`src/rtl/scan_chain_sequencer.sv`:
```
// scan_chain_sequencer
//   On-chip scan test controller for a single internal scan chain. A test
//   shifts a CHAIN_LEN-bit stimulus in (MSB first), applies one functional
//   capture cycle, then shifts the response out and compares it with the
//   expected vector.
//
// Ports
//   Clk         in   rising-edge clock, shared with the scan chain
//   ClrN        in   asynchronous active-low reset
//   start       in   request one test (sampled only while idle)
//   pattern_in  in   stimulus, bit i lands in chain position i (0 = nearest tdi)
//   expect_in   in   expected capture, bit i compared with position i
//   tdo         in   serial out of the chain (position CHAIN_LEN-1)
//   tms         out  scan enable to all chain flops (1 = shift, 0 = functional)
//   tdi         out  serial in to chain position 0
//   busy        out  test in progress
//   done        out  one-cycle pulse when the result is valid
//   pass        out  captured == expect_in, held until the next accepted start
//   captured    out  raw response, bit i = captured value of position i
module scan_chain_sequencer #(
  parameter int CHAIN_LEN = 3,
  parameter int CNT_W     = $clog2(CHAIN_LEN + 1)
) (
  input  logic                 Clk,
  input  logic                 ClrN,
  input  logic                 start,
  input  logic [CHAIN_LEN-1:0] pattern_in,
  input  logic [CHAIN_LEN-1:0] expect_in,
  input  logic                 tdo,
  output logic                 tms,
  output logic                 tdi,
  output logic                 busy,
  output logic                 done,
  output logic                 pass,
  output logic [CHAIN_LEN-1:0] captured
);

  typedef enum logic [2:0] {
    S_IDLE      = 3'd0,
    S_SHIFT_IN  = 3'd1,
    S_CAPTURE   = 3'd2,
    S_SHIFT_OUT = 3'd3,
    S_DONE      = 3'd4
  } state_t;

  localparam logic [CNT_W-1:0] CNT_LAST = CNT_W'(CHAIN_LEN - 1);

  state_t               r_state, w_state_next;
  logic [CNT_W-1:0]     r_cnt, w_cnt_next;
  logic [CHAIN_LEN-1:0] r_pat, w_pat_next;
  logic [CHAIN_LEN-1:0] r_exp, w_exp_next;
  logic [CHAIN_LEN-1:0] r_captured, w_cap_next;
  logic                 r_pass, w_pass_next;
  logic                 r_tms, w_tms_next;
  logic                 r_tdi, w_tdi_next;
  logic                 r_busy, w_busy_next;
  logic                 r_done, w_done_next;

  // Response register with the current tdo sample appended at bit 0. The
  // first sample (position CHAIN_LEN-1) therefore ends up in the MSB after
  // CHAIN_LEN samples.
  logic [CHAIN_LEN-1:0] w_cap_shift;

  generate
    if (CHAIN_LEN == 1) begin : g_cap_single
      assign w_cap_shift = tdo;
    end else begin : g_cap_multi
      assign w_cap_shift = {r_captured[CHAIN_LEN-2:0], tdo};
    end
  endgenerate

  always_comb begin
    w_state_next = r_state;
    w_cnt_next   = r_cnt;
    w_pat_next   = r_pat;
    w_exp_next   = r_exp;
    w_cap_next   = r_captured;
    w_pass_next  = r_pass;
    w_tms_next   = 1'b0;
    w_tdi_next   = 1'b0;
    w_busy_next  = 1'b0;
    w_done_next  = 1'b0;

    case (r_state)
      S_IDLE: begin
        if (start) begin
          w_state_next = S_SHIFT_IN;
          w_cnt_next   = '0;
          // The MSB goes out immediately; the rest is kept left-aligned so
          // the next bit to send is always r_pat[CHAIN_LEN-1].
          w_tdi_next   = pattern_in[CHAIN_LEN-1];
          w_pat_next   = pattern_in << 1;
          w_exp_next   = expect_in;
          w_cap_next   = '0;
          w_pass_next  = 1'b0;
          w_tms_next   = 1'b1;
          w_busy_next  = 1'b1;
        end
      end

      S_SHIFT_IN: begin
        w_busy_next = 1'b1;
        if (r_cnt == CNT_LAST) begin
          w_state_next = S_CAPTURE;
          w_cnt_next   = '0;
        end else begin
          w_cnt_next  = r_cnt + CNT_W'(1);
          w_tms_next  = 1'b1;
          w_tdi_next  = r_pat[CHAIN_LEN-1];
          w_pat_next  = r_pat << 1;
        end
      end

      S_CAPTURE: begin
        w_state_next = S_SHIFT_OUT;
        w_cnt_next   = '0;
        w_tms_next   = 1'b1;
        w_busy_next  = 1'b1;
      end

      S_SHIFT_OUT: begin
        w_cap_next = w_cap_shift;
        if (r_cnt == CNT_LAST) begin
          w_state_next = S_DONE;
          w_done_next  = 1'b1;
          // Compare against the fully assembled response, including the
          // bit sampled on this very edge.
          w_pass_next  = (w_cap_shift == r_exp);
        end else begin
          w_cnt_next  = r_cnt + CNT_W'(1);
          w_tms_next  = 1'b1;
          w_busy_next = 1'b1;
        end
      end

      S_DONE: begin
        w_state_next = S_IDLE;
      end

      default: begin
        w_state_next = S_IDLE;
      end
    endcase
  end

  always_ff @(posedge Clk or negedge ClrN) begin
    if (!ClrN) begin
      r_state    <= S_IDLE;
      r_cnt      <= '0;
      r_pat      <= '0;
      r_exp      <= '0;
      r_captured <= '0;
      r_pass     <= 1'b0;
      r_tms      <= 1'b0;
      r_tdi      <= 1'b0;
      r_busy     <= 1'b0;
      r_done     <= 1'b0;
    end else begin
      r_state    <= w_state_next;
      r_cnt      <= w_cnt_next;
      r_pat      <= w_pat_next;
      r_exp      <= w_exp_next;
      r_captured <= w_cap_next;
      r_pass     <= w_pass_next;
      r_tms      <= w_tms_next;
      r_tdi      <= w_tdi_next;
      r_busy     <= w_busy_next;
      r_done     <= w_done_next;
    end
  end

  assign tms      = r_tms;
  assign tdi      = r_tdi;
  assign busy     = r_busy;
  assign done     = r_done;
  assign pass     = r_pass;
  assign captured = r_captured;

endmodule

```
`config.mk`:
```
export PLATFORM = sky130hd
export DESIGN_NAME = scan_chain_sequencer
export DESIGN_NICKNAME = d
export VERILOG_FILES = /design/src/rtl/scan_chain_sequencer.sv
export SDC_FILE = /design/constraint.sdc
export NUM_CORES = 1
export LEC_CHECK = 0
export ABC_CLOCK_PERIOD_IN_PS = 4900
export CAP_MARGIN = 15
export CORE_MARGIN = 2
export CORE_UTILIZATION = 52
export CTS_BUF_LIST = sky130_fd_sc_hd__clkbuf_4 sky130_fd_sc_hd__clkbuf_8 sky130_fd_sc_hd__clkbuf_16
export CTS_CLUSTER_DIAMETER = 30
export DETAILED_ROUTE_END_ITERATION = 6
export HOLD_SLACK_MARGIN = 0.12
export PLACE_DENSITY = 0.81
export REMOVE_ABC_BUFFERS = 1
export SYNTH_ARGS = -nofsm -noshare
export SYNTH_HDL_FRONTEND = slang
export SYNTH_SLANG_ARGS = --single-unit
```
`constraint.sdc`:
```
create_clock -name Clk -period 4.9 [get_ports Clk]
set_input_delay 0.49 -clock Clk [delete_from_list [all_inputs] [get_ports Clk]]
set_output_delay 0.49 -clock Clk [all_outputs]
set_load 0.05 [all_outputs]
```
# Yosys cells after proc, flatten, opt, wreduce, memory -nomap -nowiden
# Cells that the tools add are included.
[totals]
register_bits = 19
input_bits = 10
output_inout_bits = 8
word_cells = 58
[classes]
n_addsub = 1
eq_ne = 10
n_mux = 25
n_reduce_logical = 12
[ops]
columns = ["operator", "count"]
rows = [
  ["$mux W3", 6],
  ["$pmux W3 S2", 2],
  ["$pmux W3 S4", 1],
  ["$reduce_and A3 Y1", 4],
  ["$ne A2 B2 Y1 const B", 5],
  ["$mux W1", 8],
  ["$pmux W2 S4", 1],
  ["$eq A3 B2 Y1 const B", 2],
  ["$mux W2", 3],
  ["$pmux W1 S3", 2],
  ["$pmux W1 S2", 2],
  ["$reduce_and A2 Y1", 2],
  ["$reduce_bool A2 Y1", 2],
  ["$reduce_bool A4 Y1", 1],
  ["$reduce_or A2 Y1", 2],
  ["$eq A3 B1 Y1 const B", 1],
  ["$eq A3 B3 Y1", 1],
  ["$logic_not A3 Y1", 1],
  ["$add A2 B1 Y2 const B", 1],
  ["$eq A2 B2 Y1 const B", 1],
]

# Logic depth before layout (Yosys ltp)
[depth]
depth_word = 3
ltp_mapped = 5
ltp_nobuf = 5

# Worst setup path after synthesis
# OpenSTA, ideal clock, no wires.
[synth_timing]
path_kind = "input -> register"
from = "input start"
to = "register r_pat[2]"
setup_time_ns = 0.130
arrival_ns = 1.449
required_ns = 4.770
path_slack_ns = 3.321
cell_stages = 4
n_path_buf = 1
cell_sequence = "or4b_1 -> buf_2 -> a2111oi_2 -> nor3_1"
[synth_via]
elab_chain_cells = 2
[synth_lines]
columns = ["item", "line", "source"]
rows = [
  ["start: declaration", "26", "input logic start,"],
  ["$ne A2 B2 Y1 (no line)", "-", ""],
  ["$reduce_and A3 Y1 (no line)", "-", ""],
  ["end signal: assignment", "161", "r_pat <= w_pat_next;"],
  ["end: declaration", "50", "logic [CHAIN_LEN-1:0] r_pat, w_pat_next;"],
]
# Every way passes these cells.
# A chain may end at the register's enable or synchronous reset.

# Worst setup path after layout
[layout_timing]
from = "register r_captured[1], in the netlist captured[1]"
to = "output captured[1]"
[layout_lines]
columns = ["item", "line", "source"]
rows = [
  ["start: declaration", "52", "logic [CHAIN_LEN-1:0] r_captured, w_cap_next;"],
  ["start signal: assignment", "163", "r_captured <= w_cap_next;"],
  ["end: declaration", "35", "output logic [CHAIN_LEN-1:0] captured"],
]
# No word-level cell between the ends.

==> results_dict.tcl <==
set metrics [dict create \
    wl_per_cell_um 13.2 \
    hold_ws_ps 505 \
    final_antenna_net_count 0 \
    fmaxAchievable_ghz 0.495 \
    async_flop_share 1.00 \
    status "completed" \
    grt_pass1_wl_um 2610 \
    synthCells 81 \
    netlist.area_leader.share 0.511 \
    nets 112 \
    path_depth 1 \
    fp.dieW_um 45.2 \
    cts-resized-gates 0 \
    ys_seq_elements 18 \
    relSlewSlack 0.473 \
    whs_endpoint "captured[2]$_DFFE_PN0P_" \
    path_cells "clkdlybuf4s50_1" \
    fin_crit_sh 0.412 \
    dr.pass1.iters 4 \
    track_usage 0.179 \
    die-area_um2 2040 \
    final_area_um2 1070 \
    min_period_ps 2020 \
    reg2reg_from "r_state[1]$_DFFE_PN0P_" \
    multi_input_area_um2 397 \
    synth.distinct_cells 30 \
    fp-row-count 14 \
    tritoncts "built" \
    hold_depth 1 \
    hp-start "captured[2]$_DFFE_PN0P_" \
    synth_ff_type "dfrtp_1" \
    drive_gt1_frac 0.0833 \
    vias_per_cell 5.60 \
    syn_area_per_cell_um2 10.9 \
    r2r_cells 3 \
    syn_to_final_growth_pct 21.4 \
    overflow 0 \
    htree_levels 1 \
    gp_congestion 0.709 \
    drv_slew 0 \
    hpwl_um 1080 \
    clkSlewWorstSetupHoldPaths_ps 90 \
    synth_area_um2 882 \
    n_fill_cell 124 \
    hold_path_class "reg2reg" \
    numCtsBuffers 3 \
    clockBufferDepth 2 \
    die_h_um 45.2 \
    regArea_um2 450 \
    finalClockSkew_ps 0.786 \
    wl_um 1480 \
    post-route-drc-count 0 \
    synth_edf_count 0 \
    worstPathMaxFanout 4 \
    grt_start_max_net_pins 19 \
    routed-via-count 627 \
    regToRegSetupSlack_ps 3020 \
    setup-tns-final_ps 0 \
    postCtsHoldBufs 0 \
    synth_area_leaders "dfrtp_1, ha_1, nand2_1" \
    portBuffers 17 \
    yosys-top-cells-count "dfrtp_1, nand2_1, nor2_1" \
    leakagePower_nw 0.475 \
    antenna_cells 0 \
    root_buffer "clkbuf_4" \
    yosysTopAreaCell "dfrtp_1" \
    start_util 0.572 \
    setup_viol 0 \
    core_area_um2 1540 \
    grt_pass1_vias 604 \
    crit_required_ps 4410 \
    power.density_nw_per_um2 640 \
    slowest_stage "clkdlybuf4s50_1" \
    ys_seq_area_frac 0.511 \
    synth.most_common_cell "dfrtp_1" \
    max_stage_delay_ps 820 \
    io_pins 18 \
    clock_latency_ps 280 \
    worstSetupEndpointType "primary output" \
    ys.warnings.count 0 \
    critPathArrivalTime_ps 1530 \
    grt_setup_unrepaired "no" \
    worst_path_dominant_cell_family "buffers and inverters" \
    startpoint_type "flop" \
    first_iter_violations 5 \
    ir_drop_v 0.000348 \
    rr_endpoint "r_pat[2]$_DFFE_PN0P_" \
    crit_buf_inv 1 \
    path_class "reg2out" \
    tightestPinTransition_ps 788 \
    hold_violations 0 \
    antenna_found_initial 0 \
    postCtsSetupBuffers 0 \
    dpl-instance-area_um2 1050 \
    clock_sinks 18 \
    final_core_util 0.695 \
    cap_violations 0 \
]
==> where the power goes <==
| group | internal [W] | total [W] | switching [W] |
|---|---|---|---|
| combinational | 0.000152 | 0.000340 | 0.000188 |
| clock | 0.0000286 | 0.0000704 | 0.0000418 |
| sequential | 0.000208 | 0.000276 | 0.0000675 |
==> area by class of cell <==
cell class	count	area share
clock buffer	3	0.0210
inverter	3	0.0105
multi-input combinational	55	0.370
sequential	18	0.421
tap	16	0.0187
timing repair buffer	17	0.159
==> cells in the final DEF, fill, tap and decap left out, types with 2 or more instances in the layout <==
| cell | n |
|---|---|
| and2_1 | 2 |
| nor3_1 | 4 |
| dfrtp_1 | 18 |
| nand2_1 | 12 |
| clkbuf_4 | 3 |
| ha_1 | 4 |
| mux2i_1 | 3 |
| nor2_1 | 5 |
| inv_1 | 3 |
| xnor2_1 | 3 |
| a22o_1 | 3 |
| clkdlybuf4s50_1 | 17 |
| a21oi_1 | 2 |
==> registers in the layout (all words and copies together), names as in the netlist <==
signal	flops
tdi	1
captured	3
r_cnt	2
pass	1
busy	1
r_exp	3
done	1
r_state	3
r_pat	2
tms	1
==> cell families (layout without fill, tap and decap cells) <==
| group | count (synthesis) | in the layout | share of synthesized area |
|---|---|---|---|
| xor+xnor | 4 | 4 | 0.0397 |
| mux | 4 | 4 | 0.0468 |
| buf+inv | 8 | 23 | 0.0397 |
| compound gates | 10 | 10 | 0.0993 |
| simple gates | 33 | 33 | 0.207 |
| flops | 18 | 18 | 0.511 |
| fa+ha+maj | 4 | 4 | 0.0567 |
==> through the flow <==
stage                     worst slack [ps]  std cells  total power (W)
after CTS                             2870        112         0.000693
after floorplan                       3180         76         0.000523
after detailed placement              2730        109         0.000621
after global routing                  2830        112         0.000736
final                                 2880        112         0.000686
after global placement                2750        109         0.000614
==> per-layer routing <==
metal  share of wire  global-route usage  up-vias
met5               0                   0        -
met4          0.0061              0.0882        0
met3           0.039              0.0360        2
met2            0.45               0.271       13
met1            0.50               0.243      300
li1                -                   -      312
==> worst max path at each step <==
stage                                  startpoint              endpoint  slack (ps)
after floorplan            r_state[1]$_DFFE_PN0P_  r_pat[2]$_DFFE_PN0P_        3180
after global placement                      start  r_pat[2]$_DFFE_PN0P_        2750
final                     captured[1]$_DFFE_PN0P_           captured[1]        2880
after detailed placement                    start  r_pat[2]$_DFFE_PN0P_        2730
after CTS                 captured[1]$_DFFE_PN0P_           captured[1]        2870
after global routing      captured[0]$_DFFE_PN0P_           captured[0]        2830
Power figures use the tool's default switching activity.
